`src/rtl/elevator_call_scheduler.sv`:
```
// -----------------------------------------------------------------------------
// elevator_call_scheduler
//
// Keeps the books for one elevator car and sequences its motion and door. It
// sits next to the direction FSM: this block reports where calls are pending
// relative to the car, and the FSM answers with up/down/open commands.
//
// The interface has no valid/ready handshake. The FSM's up/down/open are level
// commands that are looked at only while this block is IDLE. The request flags
// are derived only from registered state, so there is no combinational loop
// through the FSM.
//
// Ports
//   clk            in   rising-edge clock
//   rst_n          in   asynchronous active-low reset
//   call_btn       in   per-floor call buttons (level, bit k = floor k)
//   up/down/open   in   FSM commands
//   close          out  1 = door closed (registered)
//   request_i      out  call pending at cur_floor and car stationary
//   request_j_gt_i out  call pending above cur_floor
//   request_j_lt_i out  call pending below cur_floor
//   cur_floor      out  current / last-passed floor (registered)
//   pending        out  latched calls (registered)
//   moving         out  1 while travelling between floors
//   fault          out  sticky illegal-command flag, cleared only by rst_n
// -----------------------------------------------------------------------------
module elevator_call_scheduler #(
  parameter int N_FLOORS      = 8,
  parameter int FLOOR_W       = 3,
  parameter int TRAVEL_CYCLES = 16,
  parameter int DOOR_CYCLES   = 32
) (
  input  logic                clk,
  input  logic                rst_n,
  input  logic [N_FLOORS-1:0] call_btn,
  input  logic                up,
  input  logic                down,
  input  logic                open,
  output logic                close,
  output logic                request_i,
  output logic                request_j_gt_i,
  output logic                request_j_lt_i,
  output logic [FLOOR_W-1:0]  cur_floor,
  output logic [N_FLOORS-1:0] pending,
  output logic                moving,
  output logic                fault
);

  localparam int TMAX = (TRAVEL_CYCLES > DOOR_CYCLES) ? TRAVEL_CYCLES : DOOR_CYCLES;
  localparam int TW   = $clog2(TMAX) + 1;

  localparam logic [FLOOR_W-1:0] TOP_FLOOR   = FLOOR_W'(N_FLOORS - 1);
  localparam logic [TW-1:0]      TRAVEL_LAST = TW'(TRAVEL_CYCLES - 1);
  localparam logic [TW-1:0]      DOOR_LAST   = TW'(DOOR_CYCLES - 1);

  typedef enum logic [1:0] {
    IDLE    = 2'd0,
    MOVE_UP = 2'd1,
    MOVE_DN = 2'd2,
    DOOR    = 2'd3
  } state_t;

  state_t              state;
  // One timer serves both travel and door timing; the states are exclusive.
  logic [TW-1:0]       timer;
  logic [N_FLOORS-1:0] pending_nxt;
  logic                call_at_cur;
  logic                pend_at_cur;
  logic                pend_above;
  logic                pend_below;
  logic                clear_cur;

  assign moving = (state == MOVE_UP) || (state == MOVE_DN);

  // The current floor's bit is held clear while the door opens and for as
  // long as it stays open; a press at the open door only restarts the timer.
  assign clear_cur = ((state == IDLE) && open) || (state == DOOR);

  always_comb begin
    pending_nxt = pending | call_btn;
    call_at_cur = 1'b0;
    pend_at_cur = 1'b0;
    pend_above  = 1'b0;
    pend_below  = 1'b0;
    for (int k = 0; k < N_FLOORS; k++) begin
      if (k == int'(cur_floor)) begin
        call_at_cur = call_btn[k];
        pend_at_cur = pending[k];
        if (clear_cur) pending_nxt[k] = 1'b0;
      end else if (k > int'(cur_floor)) begin
        if (pending[k]) pend_above = 1'b1;
      end else begin
        if (pending[k]) pend_below = 1'b1;
      end
    end
  end

  // Suppressed while moving so the FSM cannot open the door between floors.
  assign request_i      = pend_at_cur && !moving;
  assign request_j_gt_i = pend_above;
  assign request_j_lt_i = pend_below;

  always_ff @(posedge clk or negedge rst_n) begin
    if (!rst_n) begin
      state     <= IDLE;
      timer     <= '0;
      cur_floor <= '0;
      pending   <= '0;
      close     <= 1'b1;
      fault     <= 1'b0;
    end else begin
      pending <= pending_nxt;
      case (state)
        IDLE: begin
          if (open) begin
            state <= DOOR;
            close <= 1'b0;
            timer <= '0;
          end else if (up && down) begin
            fault <= 1'b1;
          end else if (up) begin
            if (cur_floor != TOP_FLOOR) begin
              state <= MOVE_UP;
              timer <= '0;
            end else begin
              fault <= 1'b1;
            end
          end else if (down) begin
            if (cur_floor != '0) begin
              state <= MOVE_DN;
              timer <= '0;
            end else begin
              fault <= 1'b1;
            end
          end
        end

        MOVE_UP, MOVE_DN: begin
          // Floor changes TRAVEL_CYCLES edges after the entry edge.
          if (timer == TRAVEL_LAST) begin
            if (state == MOVE_UP) cur_floor <= cur_floor + FLOOR_W'(1);
            else                  cur_floor <= cur_floor - FLOOR_W'(1);
            state <= IDLE;
            timer <= '0;
          end else begin
            timer <= timer + TW'(1);
          end
        end

        DOOR: begin
          if (call_at_cur) begin
            timer <= '0;
          end else if (timer == DOOR_LAST) begin
            close <= 1'b1;
            state <= IDLE;
            timer <= '0;
          end else begin
            timer <= timer + TW'(1);
          end
        end

        default: state <= IDLE;
      endcase
    end
  end

endmodule
```
`config.mk`:
```
export PLATFORM = sky130hd
export DESIGN_NAME = elevator_call_scheduler
export DESIGN_NICKNAME = d
export VERILOG_FILES = /design/src/rtl/elevator_call_scheduler.sv
export SDC_FILE = /design/constraint.sdc
export NUM_CORES = 1
export LEC_CHECK = 0
export ABC_AREA = 1
export CAP_MARGIN = 20
export CELL_PAD_IN_SITES_DETAIL_PLACEMENT = 1
export CELL_PAD_IN_SITES_GLOBAL_PLACEMENT = 1
export CORE_AREA = 3 3 74 83
export DETAILED_ROUTE_END_ITERATION = 16
export DIE_AREA = 0 0 77 86
export GPL_ROUTABILITY_DRIVEN = 1
export PLACE_DENSITY = 0.75
export SETUP_SLACK_MARGIN = 0.4
export SKIP_LAST_GASP = 1
export SYNTH_ARGS = -nofsm -noshare
export SYNTH_HDL_FRONTEND = slang
export SYNTH_SLANG_ARGS = --single-unit
```
`constraint.sdc`:
```
create_clock -name clk -period 2.3 [get_ports clk]
set_input_delay 0.46 -clock clk [delete_from_list [all_inputs] [get_ports clk]]
set_output_delay 0.46 -clock clk [all_outputs]
set_load 0.02 [all_outputs]
```
==> flow_summary.json <==
{
  "path_clk_slew_ns": 0.09,
  "whs_path_depth": 2,
  "synth_cells": 218,
  "crit_type": "flip-flop to output port",
  "ir_worst_vdd_mv": 0.4126,
  "worst_pin_slew_ns": 0.4292,
  "n_fill_cell": 668,
  "clk-insertion-delay-late_ns": 0.27,
  "core_sq_mm": 0.005360,
  "cts.sinks": 21,
  "hp-class": "flip-flop to flip-flop",
  "finalSetupViolCount": 3,
  "r2r.worst_path.cells": 20,
  "p_sw_mw": 0.6488,
  "p_per_area_mw_per_mm2": 593.3,
  "die_h_um": 86,
  "initial_core_util_pct": 29.58,
  "vias": 1655,
  "min_period_ns": 2.339,
  "antenna_found_initial": 0,
  "ff2ff_setup_slack_ns": 0.25,
  "grt_pass1_vias": 1858,
  "grt_max_degree": 22,
  "io_pins": 30,
  "worst_slack_ns": -0.03855,
  "cts_root_buf": "clkbuf_8",
  "drc": 0,
  "htreeDepth": 1,
  "place_area_sq_mm": 0.002270,
  "fp.dieW_um": 77,
  "critPathLaunchType": "flip-flop",
  "pwr-share-comb_pct": 51.8,
  "clock_skew_ns": 0.004573,
  "overflow": 0,
  "cts_buffer_depth": 2,
  "syn_nets": 242,
  "synth_area_leaders": "dfrtp_1, nand2_1, inv_1",
  "wirelength_um": 4858,
  "wl_per_cell_um": 13.46,
  "viasPerCell": 4.584,
  "r2r_end": "state[0]$_DFFE_PN0P_",
  "worstPathArrival_ns": 1.88,
  "endpoint_kind": "output port",
  "grt_usage_pct": 15.83,
  "relSlewSlack_pct": 71.09,
  "power_frac_seq_pct": 30.3,
  "ys_ff_latch": 21,
  "firstDrtPassIters": 4,
  "drv_slew": 0,
  "io_buffers": 29,
  "tritoncts": "yes",
  "cp.required_ns": 1.84,
  "violations": "negative setup slack",
  "antenna_cells": 0,
  "avgSynthCellArea_sq_um": 7.272,
  "antenna_left": 0,
  "crit_fanout": 5,
  "total_leakage_power_nw": 1.259,
  "postCtsHoldBufs": 0,
  "finalInstanceArea_sq_mm": 0.002454,
  "syn-cell-area_sq_mm": 0.001585,
  "internal_power_mw": 0.8070,
  "max_freq_mhz": 427.6,
  "timing.final.hold_violations": 0,
  "synthToLayoutAreaGrowth_pct": 54.77,
  "drt_iter0_drc": 83,
  "final.period_utilization_pct": 101.7,
  "postLayoutCoreUtil_pct": 45.78,
  "swShare_pct": 44.56,
  "grt_setup_unrepaired": "yes",
  "min_to": "close$_DFFE_PN1P_",
  "globalplace.congestion": 0.8305,
  "clkPwrFrac_pct": 17.9,
  "synth_top_area_share_pct": 31.57,
  "rows": 28,
  "cts_made_buffers": 3,
  "place_hpwl_um": 3780,
  "total_power_mw": 1.456,
  "dp_slack_ns": -0.2735,
  "min_from": "close$_DFFE_PN1P_",
  "holdWs_ns": 0.4837,
  "fin_nets": 311,
  "yosysUniqueCellTypes": 29,
  "synth_area_leader_cell": "dfrtp_1",
  "yosys_warnings": 0,
  "grt_first_pass_wirelength_um": 8625,
  "fp.dieArea_sq_mm": 0.006622,
  "r2r-start": "cur_floor[0]$_DFFE_PN0P_",
  "status": "finished, violations left",
  "layout-drive-gt1-share_pct": 32.17,
  "maxCapViolations": 0,
  "yosysSeqAreaShare_pct": 33.23
}
-- worst max-delay path by stage --
stage / start / endpoint / slack, ns / depth (start not counted)
floorplan: cur_floor[0]$_DFFE_PN0P_ / request_j_lt_i / 0.29 / 7
global placement: cur_floor[0]$_DFFE_PN0P_ / request_j_lt_i / -0.22 / 9
detailed placement: cur_floor[1]$_DFFE_PN0P_ / request_i / -0.27 / 11
CTS: cur_floor[0]$_DFFE_PN0P_ / request_j_lt_i / -0.06 / 9
global route: cur_floor[0]$_DFFE_PN0P_ / request_j_lt_i / -0.13 / 9
finish: cur_floor[1]$_DFFE_PN0P_ / request_i / -0.04 / 8
-- state kept, by name, indices dropped and copies added, names as in the netlist --
register and flops:
timer 6, close 1, state 2, fault 1
cur_floor 3, pending 8
-- timing repair --
| action | 4_1_cts | 5_1_grt |
|---|---|---|
| endpoints found under the setup margin | 14 | 16 |
| pin swaps | 8 | 17 |
| endpoints found under the hold margin | 0 | 0 |
| buffers inserted | 2 | 2 |
| gates resized for setup | 34 | 25 |
-- synthesized netlist by cell type --
master	instances
nand2_2	6
buf_6	1
nor2_8	1
nand2_1	47
nor3_4	2
inv_1	43
a21oi_1	14
inv_2	1
a221oi_1	2
nand2_4	1
a31oi_2	1
nand3_2	1
nor2_1	20
a41o_1	1
o21ai_0	13
a21oi_2	1
a211oi_1	1
dfstp_2	1
xor2_1	4
nand3_1	12
o2111ai_1	1
nor4_1	2
ha_1	11
nor3_1	3
nor2_4	1
o21ai_1	1
o22ai_1	2
dfrtp_1	20
a22oi_1	4
-- power by group through the flow --
stage,Sequential [mW],Clock [mW],Combinational [mW]
final,0.441,0.261,0.754
after global routing,0.450,0.290,0.828
after CTS,0.441,0.270,0.708
after detailed placement,0.448,0,0.708
after global placement,0.445,0,0.689
after floorplan,0.457,0,0.447
-- cell usage in the layout, fill, tap and decap left out, drive strengths merged --
cell type	instances
a211oi	1
a21oi	15
a221oi	2
a22oi	4
a31oi	1
a41o	1
buf	39
clkbuf	5
clkdlybuf4s50	21
clkinv	1
dfrtp	20
dfstp	1
dlygate4sd2	1
dlymetal6s2s	2
ha	11
inv	44
nand2	54
nand3	13
nor2	22
nor3	5
nor4	2
o2111ai	1
o21ai	14
o22ai	2
xor2	4
-- routing by layer --
layer / global-route usage [%] / routed length [um] / share of wire (%)
met2: 27.02 / 2435 / 50
met4: 5.987 / 86 / 1.8
met1: 20.30 / 2177 / 45
met3: 2.311 / 159 / 3.3
met5: 0 / 0 / 0
-- area by class of cell --
| class | instances | area, sq um | share of cell area [%] |
|---|---|---|---|
| clock buffer | 3 | 41.29 | 1.683 |
| tap | 75 | 93.84 | 3.825 |
| sequential | 21 | 529.3 | 21.57 |
| inverter | 44 | 175.2 | 7.139 |
| timing repair buffer | 65 | 581.8 | 23.71 |
| multi-input combinational | 152 | 1027 | 41.87 |
| clock inverter | 1 | 5.005 | 0.2040 |
-- per-stage QoR --
step | setup TNS [ns] | cells
6_report | -0.07763 | 361
5_1_grt | -0.3929 | 361
4_1_cts | -0.1152 | 359
3_5_place_dp | -0.7226 | 353
3_3_place_gp | -0.5402 | 353
2_1_floorplan | 0 | 218
-- cells by family after synthesis --
group                      Yosys count  synth area share, %
AOI/OAI and AO/OA                   41                15.63
xor gates and xnor gates             4                2.210
adders and majority gates           11                8.682
buffers and inverters               45                11.13
DFF                                 21                33.23
and+or+nand+nor                     96                29.12
-- critical path, stage by stage (launching register included) --
cell,delay (ns)
dfrtp_2,0.49
buf_4,0.17
buf_4,0.15
nor3_4,0.19
buf_4,0.17
a21oi_1,0.08
a21oi_2,0.18
nor2_4,0.05
buf_6,0.14
No activity file was read; power rests on OpenSTA's default activity.
